<file path="config.mk">
export PLATFORM = sky130hd
export DESIGN_NAME = mul_div_unit
export DESIGN_NICKNAME = d
export VERILOG_FILES = /design/src/rtl/mul_div_unit.sv
export SDC_FILE = /design/constraint.sdc
export NUM_CORES = 1
export LEC_CHECK = 0
export CAP_MARGIN = 10
export CELL_PAD_IN_SITES_DETAIL_PLACEMENT = 1
export CELL_PAD_IN_SITES_GLOBAL_PLACEMENT = 1
export CORE_AREA = 2 2 163 165
export DETAILED_ROUTE_END_ITERATION = 8
export DIE_AREA = 0 0 165 167
export DONT_BUFFER_PORTS = 1
export MAX_ROUTING_LAYER = met4
export PLACE_DENSITY = 0.67
export SLEW_MARGIN = 0
export SYNTH_ARGS = -nofsm -noshare
export SYNTH_HDL_FRONTEND = slang
export SYNTH_SLANG_ARGS = --single-unit
</file>
<file path="constraint.sdc">
create_clock -name clk -period 3.7 [get_ports clk]
set_input_delay 0.74 -clock clk [delete_from_list [all_inputs] [get_ports clk]]
set_output_delay 0.74 -clock clk [all_outputs]
set_load 0.03 [all_outputs]
</file>
<file path="src/rtl/mul_div_unit.sv">
// ---------------------------------------------------------------------------
// mul_div_unit
// Multi-cycle unsigned/signed multiply, divide and remainder for the ONC-16
// datapath. One radix-2 step per clock (shift-add multiply, restoring
// shift-subtract divide); results carry the ALU's four-bit flag format.
//
// Ports:
//   clk    in   system clock, rising edge
//   rst    in   asynchronous active-high reset
//   start  in   request, sampled only while busy=0
//   op     in   000 MULU, 001 MULS, 010 DIVU, 011 DIVS, 100 REMU, 101 REMS,
//               110/111 reserved
//   a      in   multiplicand / dividend
//   b      in   multiplier / divisor
//   y      out  low product word, quotient or remainder
//   y_hi   out  high product word (MUL), zero for DIV/REM
//   flags  out  [0]=Z [1]=N [2]=C [3]=V
//   busy   out  operation in progress
//   done   out  one-cycle pulse, results valid from this cycle
// ---------------------------------------------------------------------------
module mul_div_unit #(
    parameter int DATA_W = 16
) (
    input  logic              clk,
    input  logic              rst,
    input  logic              start,
    input  logic [2:0]        op,
    input  logic [DATA_W-1:0] a,
    input  logic [DATA_W-1:0] b,
    output logic [DATA_W-1:0] y,
    output logic [DATA_W-1:0] y_hi,
    output logic [3:0]        flags,
    output logic              busy,
    output logic              done
);

    localparam int CW = $clog2(DATA_W + 1);
    localparam logic [DATA_W-1:0] MOST_NEG = {1'b1, {(DATA_W-1){1'b0}}};

    typedef enum logic [1:0] {S_IDLE, S_RUN, S_FIX} state_t;

    state_t              r_state;
    logic [CW-1:0]       r_cnt;
    logic [2:0]          r_op;
    logic [DATA_W-1:0]   r_a;
    logic [DATA_W-1:0]   r_m;       // multiplicand or divisor magnitude
    logic [2*DATA_W-1:0] r_acc;     // {hi, lo}: product, or {remainder, quotient}
    logic                r_neg_q;   // operand signs differ (product/quotient)
    logic                r_neg_r;   // dividend negative (remainder)
    logic                r_ovf;
    logic                r_bzero;
    logic [DATA_W-1:0]   r_y;
    logic [DATA_W-1:0]   r_y_hi;
    logic [3:0]          r_flags;
    logic                r_busy;
    logic                r_done;

    logic                w_signed;
    logic [DATA_W-1:0]   w_mag_a;
    logic [DATA_W-1:0]   w_mag_b;
    logic [DATA_W:0]     w_add;
    logic [DATA_W:0]     w_shift;
    logic [DATA_W:0]     w_trial;
    logic [2*DATA_W-1:0] w_step;
    logic [2*DATA_W-1:0] w_prod;
    logic [DATA_W-1:0]   w_quot;
    logic [DATA_W-1:0]   w_rem;
    logic [DATA_W-1:0]   w_y;
    logic [DATA_W-1:0]   w_y_hi;
    logic [3:0]          w_flags;
    logic                w_c;
    logic                w_v;

    // Operand conditioning at the start edge.
    always_comb begin
        w_signed = (op == 3'b001) || (op == 3'b011) || (op == 3'b101);
        w_mag_a  = (w_signed && a[DATA_W-1]) ? -a : a;
        w_mag_b  = (w_signed && b[DATA_W-1]) ? -b : b;
    end

    // One iteration step. Multiply shifts the accumulator right, adding the
    // multiplicand into the high half when the current multiplier bit is set.
    // Divide shifts {rem, quotient} left and keeps the trial subtraction when
    // it does not borrow; the quotient bit enters at the bottom.
    always_comb begin
        w_add   = {1'b0, r_acc[2*DATA_W-1:DATA_W]} + (r_acc[0] ? {1'b0, r_m} : '0);
        w_shift = {r_acc[2*DATA_W-1:DATA_W], r_acc[DATA_W-1]};
        w_trial = w_shift - {1'b0, r_m};
        if (r_op[2:1] == 2'b00) begin
            w_step = {w_add, r_acc[DATA_W-1:1]};
        end else if (!w_trial[DATA_W]) begin
            w_step = {w_trial[DATA_W-1:0], r_acc[DATA_W-2:0], 1'b1};
        end else begin
            w_step = {w_shift[DATA_W-1:0], r_acc[DATA_W-2:0], 1'b0};
        end
    end

    // Sign fix-up and flag evaluation for the FIX edge.
    always_comb begin
        w_prod = r_neg_q ? -r_acc : r_acc;
        w_quot = r_bzero ? '1  : (r_neg_q ? -r_acc[DATA_W-1:0] : r_acc[DATA_W-1:0]);
        w_rem  = r_bzero ? r_a : (r_neg_r ? -r_acc[2*DATA_W-1:DATA_W]
                                          : r_acc[2*DATA_W-1:DATA_W]);
        w_y    = '0;
        w_y_hi = '0;
        w_c    = 1'b0;
        w_v    = 1'b0;
        case (r_op[2:1])
            2'b00: begin
                w_y    = w_prod[DATA_W-1:0];
                w_y_hi = w_prod[2*DATA_W-1:DATA_W];
                w_v    = r_op[0] ? (w_y_hi != {DATA_W{w_y[DATA_W-1]}})
                                 : (w_y_hi != '0);
            end
            2'b01: begin
                w_y = w_quot;
                w_c = r_bzero;
                w_v = r_ovf;
            end
            2'b10: begin
                w_y = w_rem;
                w_c = r_bzero;
                w_v = r_ovf;
            end
            default: ;
        endcase
        w_flags = {w_v, w_c, w_y[DATA_W-1], (w_y == '0)};
        if (r_op[2:1] == 2'b11) begin
            w_flags = 4'b0001;
        end
    end

    always_ff @(posedge clk or posedge rst) begin
        if (rst) begin
            r_state <= S_IDLE;
            r_cnt   <= '0;
            r_op    <= '0;
            r_a     <= '0;
            r_m     <= '0;
            r_acc   <= '0;
            r_neg_q <= 1'b0;
            r_neg_r <= 1'b0;
            r_ovf   <= 1'b0;
            r_bzero <= 1'b0;
            r_y     <= '0;
            r_y_hi  <= '0;
            r_flags <= '0;
            r_busy  <= 1'b0;
            r_done  <= 1'b0;
        end else begin
            case (r_state)
                S_IDLE: begin
                    r_done <= 1'b0;
                    if (start) begin
                        r_op    <= op;
                        r_a     <= a;
                        r_neg_q <= w_signed & (a[DATA_W-1] ^ b[DATA_W-1]);
                        r_neg_r <= w_signed & a[DATA_W-1];
                        r_ovf   <= w_signed & (a == MOST_NEG) & (b == '1);
                        r_bzero <= (b == '0);
                        if (op[2:1] == 2'b00) begin
                            r_m   <= w_mag_a;
                            r_acc <= {{DATA_W{1'b0}}, w_mag_b};
                        end else begin
                            r_m   <= w_mag_b;
                            r_acc <= {{DATA_W{1'b0}}, w_mag_a};
                        end
                        r_cnt   <= CW'(DATA_W);
                        r_busy  <= 1'b1;
                        r_state <= S_RUN;
                    end
                end
                S_RUN: begin
                    r_acc <= w_step;
                    r_cnt <= r_cnt - 1'b1;
                    if (r_cnt == CW'(1)) begin
                        r_state <= S_FIX;
                    end
                end
                S_FIX: begin
                    r_y     <= w_y;
                    r_y_hi  <= w_y_hi;
                    r_flags <= w_flags;
                    r_busy  <= 1'b0;
                    r_done  <= 1'b1;
                    r_state <= S_IDLE;
                end
                default: r_state <= S_IDLE;
            endcase
        end
    end

    assign y     = r_y;
    assign y_hi  = r_y_hi;
    assign flags = r_flags;
    assign busy  = r_busy;
    assign done  = r_done;

endmodule

</file>
# [Yosys cells after proc, flatten, opt, wreduce, memory -nomap -nowiden]
# Index checks and enable logic that the tools add are counted.
[op_classes] n_addsub=8 n_eq_ne=14 n_mux=28 n_bitwise=5 n_reduce_logical=17
[op_table] operator="$mux W16" n=10
[op_table] operator="$mux W32" n=4
[op_table] operator="$neg A16 Y16" n=4
[op_table] operator="$pmux W32 S2" n=1
[op_table] operator="$pmux W16 S3" n=1
[op_table] operator="$eq A16 B16 Y1 const B" n=2
[op_table] operator="$logic_not A16 Y1" n=2
[op_table] operator="$neg A32 Y32" n=1
[op_table] operator="$add A16 B16 Y17" n=1
[op_table] operator="$sub A17 B16 Y17" n=1
[op_table] operator="$ne A16 B16 Y1" n=1
[op_table] operator="$reduce_bool A16 Y1" n=1
[op_table] operator="$pmux W5 S2" n=1
[op_table] operator="$reduce_and A2 Y1" n=4
[op_table] operator="$eq A2 B2 Y1 const B" n=3
[op_table] operator="$logic_not A2 Y1" n=3
[op_table] operator="$pmux W1 S2" n=3
[op_table] operator="$eq A5 B1 Y1 const B" n=1
[op_table] operator="$mux W5" n=1
[op_table] operator="$sub A5 B1 Y5 const B" n=1
[op_table] operator="$and A1 B1 Y1" n=4
[op_table] operator="$eq A2 B1 Y1 const B" n=2
[op_table] operator="$mux W2" n=2
[op_table] operator="$mux W4" n=1
[op_table] operator="11 further kinds" n=17
[totals] register_bits=116 inputBits=38 output_inout_bits=38 word_cells=87

# [Longest topological paths before layout]
[logic_depth] ltp_word=8 mapped_depth=13 depth_no_buf=12

# [Worst setup path before layout]
# Ideal clock, no wire load.
[synth_timing] kind="register to register" start="register r_acc[0]" end="register r_flags[3] (netlist: flags[3])" setup_ns=0.141 arrival_ns=3.325 t_required_ns=3.559 slack_ns=0.235 path_stages_with_launch=13 n_path_buf=2 period_less_slack_ns=3.465 path_cell_list="dfrtp_1 -> inv_1 -> clkbuf_1 -> ha_1 -> or3b_1 -> or4_1 -> buf_2 -> o41ai_1 -> xor2_1 -> a221oi_1 -> nand3_1 -> nor4_1 -> a221oi_1"
[synth_between] elab_chain_len=6 word_cells_on_any_way=7 classes_between="add/sub (1); eq/ne (1); mux (4); reduce/logical (1)"
[synth_lines] item="start: declaration" line_no="47" rtl="logic [2*DATA_W-1:0] r_acc;"
[synth_lines] item="start signal: assignment" line_no="163" rtl="r_acc <= {{DATA_W{1'b0}}, w_mag_b};"
[synth_lines] item="start signal: assignment" line_no="166" rtl="r_acc <= {{DATA_W{1'b0}}, w_mag_a};"
[synth_lines] item="start signal: assignment" line_no="174" rtl="r_acc <= w_step;"
[synth_lines] item="$neg A32 Y32 *" line_no="100" rtl="w_prod = r_neg_q ? -r_acc : r_acc;"
[synth_lines] item="$mux W32 *" line_no="100"
[synth_lines] item="$ne A16 B16 Y1 / $reduce_bool A16 Y1 (equally long branches)" line_no="112, 113"
[synth_lines] item="$mux W1 *" line_no="112" rtl="w_v = r_op[0] ? (w_y_hi != {DATA_W{w_y[DATA_W-1]}})"
[synth_lines] item="$pmux W1 S2 *" line_no="108" rtl="case (r_op[2:1])"
[synth_lines] item="$mux W4 *" line_no="128" rtl="if (r_op[2:1] == 2'b11) begin"
[synth_lines] item="end signal: assignment" line_no="183" rtl="r_flags <= w_flags;"
[synth_lines] item="end: declaration" line_no="54" rtl="logic [3:0] r_flags;"
# Mark *: on every way between the ends. The rest lies on a longest branch, timed or not.
# A chain may end at the register's enable or synchronous reset.

# [Worst setup path in the final report]
# Ends and elaborated chain as after synthesis.

==> flow_summary.yaml <==
routing:
  dr_wl_met3_um: 1330
  routed.top_layer: "met4"
  via_per_inst: 5.77
  wl_met1_um: 14300
  final_antenna_net_count: 0
  met2_length_um: 14100
  wl_um: 30200
  drt_iter0_drc: 507
  drt-pass1-iter-count: 5
  dr_total_vias: 8043
  routedWlPerCell_um: 21.7
  route.detailed.drc: 0
sta:
  tns_ns: 0
  min_period_over_period: 0.925
  rsz0062_at_grt: "false"
  max_freq_ghz: 0.292
  finalHoldViolCount: 0
  slew_violations: 0
  finalSetupViolations: 0
  finalClockSkew_ns: 0.0147
  period_minus_slack_ns: 3.42
  slew_headroom: 0.350
  tightest_slew_ns: 0.975
layout:
  areaGrowthSynthToFinish_pct: 10.5
  layout_commonest_cell: "nand2_1"
  diodes: 0
  post-route-util: 0.384
  layout.nets: 1129
  fillCellCount: 3026
  final_cell_mix: "nand2_1 (131), dfrtp_1 (116), nor2_1 (103)"
  post_route_cells_drive_above_1_share: 0.0982
cts:
  insertion_delay_ns: 0.44
  cts-htree-levels: 4
  cts.sinks: 116
  cts_root_buf: "clkbuf_16"
  cts_tree: "built"
  ctsResizeCount: 0
  post_cts_buffers: 0
  clk_pin_slew_ns: 0.07
  holdBufCountCts: 0
  cts_buffer_depth: 2
  cts_made_buffers: 17
floorplan:
  core_area_um2: 25800
  rows: 59
  die_area_um2: 27600
  io_pins: 76
  chipHeight_um: 167
  start_util: 0.348
  die_w_um: 165
power:
  power_leakage_nw: 4.10
  power.density_nw_per_um2: 1060
  peakVddDrop_mv: 0.356
grt:
  groute.usage.overall: 0.234
  grt_max_degree: 117
  grt_pass1_wl_um: 48000
  globalRouteOverflowTotal: 0
  antenna_found_initial: 0
  grt_pass1_vias: 8168
setup_path:
  critPathMaxFanout: 10
  start_kind: "register"
  critPathCaptureType: "register"
  cp.arrival_ns: 3.72
  critical_path_required_ns: 4.00
  crit_type: "reg2reg"
yosys:
  synth_ff_type: "dfrtp_1"
  synth-warning-count: 0
  synth_edf_count: 0
  yosys_register_bits: 116
  synth_cell_types: 70
  syn-cell-area_um2: 8960
  synth_nets: 1154
  async_flop_share: 1.00
  ys_seq_area_frac: 0.324
  syn-mean-instance-area_um2: 8.36
  synthCells: 1071
placed_design:
  dp_hpwl_um: 22600
  place_congestion: 0.965
  port_buffers: 0
run:
  maxCapViolations: 0
hold_path:
  hp-class: "in2async"
outcome:
  status: "finished clean"
-- stage by stage --
stage / area [um2] / worst slack [ns] / hold WS, ns / power [mW] / cells
finish: 9900 / 0.279 / 0.343 / 10.5 / 1394
global route: 9900 / 0.101 / 0.389 / 11.3 / 1394
CTS: 9900 / 0.182 / 0.387 / 10.5 / 1394
detailed placement: 9330 / 0.190 / 0.471 / 8.81 / 1362
global placement: 9330 / 0.311 / 0.466 / 8.69 / 1362
floorplan: 8960 / 0.235 / 0.450 / 7.04 / 1071
-- area by class of cell --
type                    count  area [um2]  share of cell area
well taps                 335         419              0.0423
inverters                  42         161              0.0163
repair buffers             27         215              0.0217
flip-flops and latches    116        2900               0.293
clock inverters            14         129              0.0130
multi-input cells         842        5640               0.569
clock buffers              18         439              0.0444
-- metal layers --
metal / up-vias / track usage
met2: 197 / 0.354
met5: - / -
met1: 4033 / 0.323
li1: 3782 / -
met4: 0 / 0.0654
met3: 31 / 0.0369
-- where the power goes --
group | switching, mW | internal [mW]
clock network | 0.727 | 0.905
registers | 0.874 | 1.80
logic | 3.63 | 2.58
-- registers in the layout (all words and copies together), names as in the netlist, 2 cells and up --
signal	flops
r_acc	32
y	16
r_m	16
r_op	3
flags	4
r_cnt	5
r_a	16
r_state	2
y_hi	16
-- worst max-delay path: stages (launching register included) --
cell and delay, ns:
dfrtp_1 0.45, inv_1 0.10, ha_1 0.16, or3b_1 0.46, or4_4 0.65, o41ai_1 0.45, xor2_1 0.18, a222oi_1 0.27
nand3_1 0.16, nor4_1 0.32, a221oi_1 0.09
-- Yosys cell counts (5+ instances only) --
cell / count / area share
inv_1: 42 / 0.018
nand3_1: 13 / 0.0073
o21bai_1: 5 / 0.0042
buf_2: 5 / 0.0028
nand4_1: 11 / 0.0077
o211ai_1: 6 / 0.0050
nor2_1: 104 / 0.044
a22oi_1: 6 / 0.0050
buf_1: 5 / 0.0021
ha_1: 43 / 0.060
o21ai_0: 73 / 0.041
xor2_1: 41 / 0.040
or3_1: 10 / 0.0070
or2_2: 7 / 0.0049
dfrtp_1: 116 / 0.32
nand2_1: 131 / 0.055
o41ai_1: 12 / 0.012
o221ai_1: 13 / 0.013
nor4_1: 8 / 0.0056
nor2b_1: 10 / 0.0070
mux2i_1: 32 / 0.036
o31ai_1: 35 / 0.029
a21o_1: 8 / 0.0067
xnor2_1: 59 / 0.058
or4_1: 11 / 0.0092
nor3_1: 12 / 0.0067
clkbuf_1: 59 / 0.025
a21oi_1: 73 / 0.041
mux2_2: 21 / 0.026
nand2b_1: 7 / 0.0049
a31oi_1: 8 / 0.0056
a22o_1: 17 / 0.017
and2_1: 6 / 0.0042
-- final timing paths --
| path | from | end | slack (ns) | cells after the start |
|---|---|---|---|---|
| worst max-delay path | r_acc[0] | flags[3] | 0.28 | 10 |
| worst min-delay path | rst | y_hi[2] | 0.34 | 2 |
| worst max register to register | r_acc[0] | flags[3] | 0.28 | 10 |
| worst min register to register | r_m[8] | r_m[8] | 0.48 | 2 |
| max in group asynchronous | rst | r_m[15] | 2.81 | 2 |
| min in group clk | b[15] | r_bzero | 0.40 | 1 |
-- cell families (layout without fill, tap and decap cells) --
kind of cell / Yosys count / in the layout / share of synthesized area
and+or+nand+nor: 343 / 343 / 0.176
AOI/OAI and AO/OA: 300 / 300 / 0.225
DFF: 116 / 116 / 0.324
buffers and inverters: 113 / 101 / 0.0490
xor gates and xnor gates: 101 / 101 / 0.0996
muxes: 53 / 53 / 0.0622
adders and majority gates: 45 / 45 / 0.0645
Note: power is estimated with default switching activity, not from simulation.
